`config.mk`:
```
export PLATFORM = sky130hd
export DESIGN_NAME = fetch_stage
export DESIGN_NICKNAME = d
export VERILOG_FILES = /design/src/rtl/fetch_stage.sv
export SDC_FILE = /design/constraint.sdc
export NUM_CORES = 1
export LEC_CHECK = 0
export BUFFER_PORTS_ARGS = -buffer_cell sky130_fd_sc_hd__buf_2
export CAP_MARGIN = 20
export CORE_MARGIN = 3
export CORE_UTILIZATION = 55
export CTS_CLUSTER_SIZE = 12
export DETAILED_ROUTE_END_ITERATION = 10
export GPL_TIMING_DRIVEN = 1
export PLACE_DENSITY_LB_ADDON = 0.25
export SYNTH_ARGS = -nofsm -noshare
export SYNTH_HDL_FRONTEND = slang
export SYNTH_SLANG_ARGS = --single-unit
```
`constraint.sdc`:
```
create_clock -name clk_i -period 4.9 [get_ports clk_i]
set_input_delay 0.49 -clock clk_i [delete_from_list [all_inputs] [get_ports clk_i]]
set_output_delay 0.49 -clock clk_i [all_outputs]
set_load 0.01 [all_outputs]
```
`src/rtl/fetch_stage.sv`:
```
`default_nettype none
// ============================================================================
//  Module      : fetch_stage
//  Description : Instruction-fetch stage. Owns the program counter and the
//                IF/ID pipeline register, applies hazard-unit stall/flush
//                requests and branch/jump redirects, and keeps two
//                saturating event counters (stall cycles, flush cycles).
//  Ports       : clk_i, rst_i            clock, sync active-high reset
//                pc_write_i             1 = PC advances, 0 = PC holds
//                if2id_write_i          1 = IF/ID captures a new fetch
//                if2id_flush_i          1 = IF/ID loads a bubble
//                redirect_i,
//                redirect_pc_i          taken branch/jump and its target
//                imem_addr_o            instruction address (= PC register)
//                imem_instr_i           instruction at imem_addr_o
//                id_instr_o, id_pc4_o,
//                id_valid_o             IF/ID register contents
//                stall_cnt_o,
//                flush_cnt_o            saturating event counters
//  Revision    : 1.0 - initial release
// ============================================================================
module fetch_stage #(
    parameter logic [31:0] RESET_PC = 32'h0000_0000,
    parameter int          CNT_W    = 16
) (
    input  logic             clk_i,
    input  logic             rst_i,
    input  logic             pc_write_i,
    input  logic             if2id_write_i,
    input  logic             if2id_flush_i,
    input  logic             redirect_i,
    input  logic [31:0]      redirect_pc_i,
    output logic [31:0]      imem_addr_o,
    input  logic [31:0]      imem_instr_i,
    output logic [31:0]      id_instr_o,
    output logic [31:0]      id_pc4_o,
    output logic             id_valid_o,
    output logic [CNT_W-1:0] stall_cnt_o,
    output logic [CNT_W-1:0] flush_cnt_o
);

    localparam logic [CNT_W-1:0] c_cnt_max = '1;

    logic [31:0]      r_pc;
    logic [31:0]      r_id_instr;
    logic [31:0]      r_id_pc4;
    logic             r_id_valid;
    logic [CNT_W-1:0] r_stall_cnt;
    logic [CNT_W-1:0] r_flush_cnt;

    logic [31:0]      w_pc4;
    logic [31:0]      w_redirect_pc;
    logic             w_stall_evt;
    logic             w_unused_bits;

    // PC+4 wraps naturally modulo 2^32.
    assign w_pc4         = r_pc + 32'd4;
    // Targets are forced word-aligned; the low bits are dropped.
    assign w_redirect_pc = {redirect_pc_i[31:2], 2'b00};
    assign w_unused_bits = ^redirect_pc_i[1:0];
    // A redirect cancels the stall, so it does not count as a stall cycle.
    assign w_stall_evt   = !redirect_i && !pc_write_i;

    // Program counter: reset > redirect > hold > advance.
    always_ff @(posedge clk_i) begin
        if (rst_i) begin
            r_pc <= RESET_PC;
        end else if (redirect_i) begin
            r_pc <= w_redirect_pc;
        end else if (pc_write_i) begin
            r_pc <= w_pc4;
        end
    end

    // IF/ID register: reset/flush (bubble) > capture > hold.
    always_ff @(posedge clk_i) begin
        if (rst_i || if2id_flush_i) begin
            r_id_instr <= 32'h0000_0000;
            r_id_pc4   <= 32'h0000_0000;
            r_id_valid <= 1'b0;
        end else if (if2id_write_i) begin
            r_id_instr <= imem_instr_i;
            r_id_pc4   <= w_pc4;
            r_id_valid <= 1'b1;
        end
    end

    // Saturating performance counters.
    always_ff @(posedge clk_i) begin
        if (rst_i) begin
            r_stall_cnt <= '0;
            r_flush_cnt <= '0;
        end else begin
            if (w_stall_evt && (r_stall_cnt != c_cnt_max)) begin
                r_stall_cnt <= r_stall_cnt + 1'b1;
            end
            if (if2id_flush_i && (r_flush_cnt != c_cnt_max)) begin
                r_flush_cnt <= r_flush_cnt + 1'b1;
            end
        end
    end

    assign imem_addr_o = r_pc;
    assign id_instr_o  = r_id_instr;
    assign id_pc4_o    = r_id_pc4;
    assign id_valid_o  = r_id_valid;
    assign stall_cnt_o = r_stall_cnt;
    assign flush_cnt_o = r_flush_cnt;

endmodule
`default_nettype wire
```
==> impl_metrics.py <==
metrics = {
    "clock_network": {
        "clk_latency_ns": 0.53,
        "post-cts-setup-buffers": 0,
        "clock-sinks": 125,
        "cts_inserted_buffers": 17,
        "clk_pin_slew_ns": 0.06,
        "cts_root_buf": "clkbuf_8",
        "clk_path_buf_depth": 2,
        "cts_tree": "yes",
        "cts_max_level": 4,
        "ctsHoldBuffers": 0,
        "ctsResizeCount": 0,
    },
    "synthesis": {
        "synth.cell_area_um2": 6090,
        "ys_seq_area_share_pct": 41.1,
        "yosysWarnings": 0,
        "synth-edff-count": 0,
        "postSynthAreaPerCell_um2": 8.48,
        "ys_ff_latch": 125,
        "synth_top_flop_cell": "dfxtp_1",
        "synth_cells": 718,
        "ys_async_sr_fraction_pct": 0,
        "synthDistinctLibCells": 48,
    },
    "layout": {
        "drive_gt1_share_pct": 27.0,
        "area_delta_synth_final_pct": 24.7,
        "nNetsFinal": 953,
    },
    "sta": {
        "setup_viol": 0,
        "slew_headroom_pct": 32.8,
        "skew_ns": 0.00616,
        "drv_slew": 0,
        "hold_violations": 0,
        "period_share_pct": 49.7,
        "rsz0062_at_grt": "false",
        "worst_pin_slew_ns": 1.01,
        "setup_tns_ns": 0,
        "period_needed_ns": 2.44,
        "max_freq_mhz": 410,
    },
    "place": {
        "gp_congestion": 0.870,
        "port-buffer-count": 192,
        "hpwl_mm": 12.3,
    },
    "critical_path": {
        "endpoint": "id_pc4_o[26]$_SDFFE_PP0P_",
        "rr_startpoint": "imem_addr_o[2]$_SDFFE_PP0N_",
        "critical_path_arrival_ns": 2.90,
        "critPathKind": "flop to flop",
        "timing.rr.end": "id_pc4_o[26]$_SDFFE_PP0P_",
        "cp.required_ns": 5.36,
        "r2r_setup_slack_ns": 2.46,
        "crit_fanout": 11,
        "critPathLaunch": "imem_addr_o[2]$_SDFFE_PP0N_",
        "end_kind": "flop",
        "r2r_cells": 5,
        "start_kind": "flop",
    },
    "run": {
        "maxCapViolations": 0,
    },
    "floorplan": {
        "start_util_pct": 57.7,
        "rows": 37,
        "die_width_um": 111,
        "die_area_um2": 12400,
        "core_area_um2": 10600,
        "die_h_um": 111,
        "ios": 199,
    },
    "pwr": {
        "power_mw": 2.53,
        "ir_drop_v": 0.000302,
        "cellPowerDensity_nw_per_um2": 333,
        "power_leakage_nw": 3.20,
    },
    "grt": {
        "overflow": 0,
        "grt_pass1_vias": 6000,
        "grt_pass1_wl_mm": 28.6,
        "grt_usage_pct": 28.0,
        "grt_max_degree": 87,
        "antenna_found_initial": 0,
    },
    "route": {
        "drc": 0,
        "postRouteAntennaNets": 0,
        "vias_per_cell": 6.01,
        "wl_per_cell_um": 17.1,
        "via_count": 6195,
        "wl_mm": 17.6,
        "drt_iter0_markers": 498,
        "drt_pass1_iterations": 5,
    },
    "outcome": {
        "run_status": "finished, final reports clean",
    },
    "min_path": {
        "hp-class": "input port to flop",
    },
}
==> through the flow <==
step                setup slack (ns)  hold slack (ns)  util (%)  instances  instance area (um^2)
detailed placement              2.24            0.471      66.6        997                  7030
finish                          2.46            0.195      71.9       1030                  7590
global placement                2.38            0.442      66.6        996                  7030
global route                    2.20            0.180      71.9       1029                  7580
floorplan                       2.86            0.490         -        721                  6100
CTS                             2.50            0.172      71.9       1029                  7580
==> layout by cell type (no fill, tap or decap), types with 15 or more instances in the layout <==
cell type  count
buf_2        191
dfxtp_1      125
nor2_1        84
a21oi_1       45
o21ai_0       44
mux2i_1       37
nand3_1       29
nand2_1       27
nand4_1       24
a211oi_1      24
or4_1         18
inv_1         17
xor2_1        16
clkbuf_16     16
o31ai_1       15
==> cells in the mapped netlist (all sizes together) (2+ instances only) <==
cell      n  area, um^2
nand2b    4        25.0
xor2     16         140
and3     11        68.8
o31ai    15         113
clkbuf   40         150
nand2    27         101
o211ai    4        30.0
and2      4        25.0
mux2     10         113
nor3b     2        15.0
o21ai    44         220
xnor2     9        78.8
or2       4        25.0
o41ai     2        25.0
or4      18         135
dfxtp   125        2500
inv      17        63.8
a311oi   11        96.3
ha        3        37.5
nor2b    11        68.8
a211oi   24         180
mux2i    37         370
a221oi    4        35.0
buf      16        83.8
and4     13         114
nand3    30         163
nor4     15        93.8
nand4b    2        17.5
nor2     84         315
a21oi    45         225
o311ai    3        26.3
nor3     15        80.1
or3      14        87.6
nand4    24         150
a31oi     7        43.8
==> metal layers <==
layer	track usage [%]	wire length (um)	up-vias
li1	-	-	2979
met4	12.8	542	0
met5	0	0	-
met3	10.6	1980	48
met1	32.9	6940	2806
met2	45.5	8170	362
==> how the worst min path moves through the flow <==
stage	slack, ns	end	depth (start not counted)	from
after floorplan	0.49	id_valid_o$_SDFFE_PP0P_	2	id_valid_o$_SDFFE_PP0P_
after global placement	0.44	id_valid_o$_SDFFE_PP0P_	2	id_valid_o$_SDFFE_PP0P_
after detailed placement	0.47	id_pc4_o[2]$_SDFFE_PP0P_	2	id_pc4_o[2]$_SDFFE_PP0P_
after CTS	0.17	id_instr_o[19]$_SDFFE_PP0P_	3	imem_instr_i[19]
after global routing	0.18	id_instr_o[29]$_SDFFE_PP0P_	3	imem_instr_i[29]
final	0.20	id_instr_o[21]$_SDFFE_PP0P_	3	imem_instr_i[21]
==> critical path, stage by stage (launching register included) <==
cell	delay [ns]
dfxtp_1	0.47
ha_1	0.28
and3_1	0.39
nand4_1	0.43
or4_1	0.63
a31oi_1	0.16
==> area by class of cell <==
cell class              instances  area, um^2
inverters                      17        63.8
clock buffers                  25         464
multi-input cells             523        3300
flip-flops and latches        125        2500
repair buffers                196         993
fillers                       833        2970
diodes                          1        2.50
well taps                     136         170
clock inverters                 7        87.6
==> flip-flops by register name, indices dropped and copies added (netlist names) <==
signal / count
stall_cnt_o: 16
flush_cnt_o: 16
imem_addr_o: 30
id_instr_o: 32
id_valid_o: 1
id_pc4_o: 30
==> report_power, final <==
part / total, mW / leakage [nW] / switching, mW / internal (mW)
logic: 0.232 / 1.91 / 0.133 / 0.0986
registers: 1.11 / 1.02 / 0.0508 / 1.06
clock network: 1.19 / 0.270 / 0.442 / 0.747
total: 2.53 / 3.20 / 0.626 / 1.90
==> cell families after synthesis <==
kind of cell,synth area share (%)
adder cells (fa/ha/maj),0.617
other,0.0616
AO/OA/AOI/OAI,17.0
buffers and inverters,4.89
flip-flops,41.1
XOR/XNOR,3.60
multiplexers,7.94
AND/OR/NAND/NOR,24.8
No activity file was read; power rests on OpenSTA's default activity.
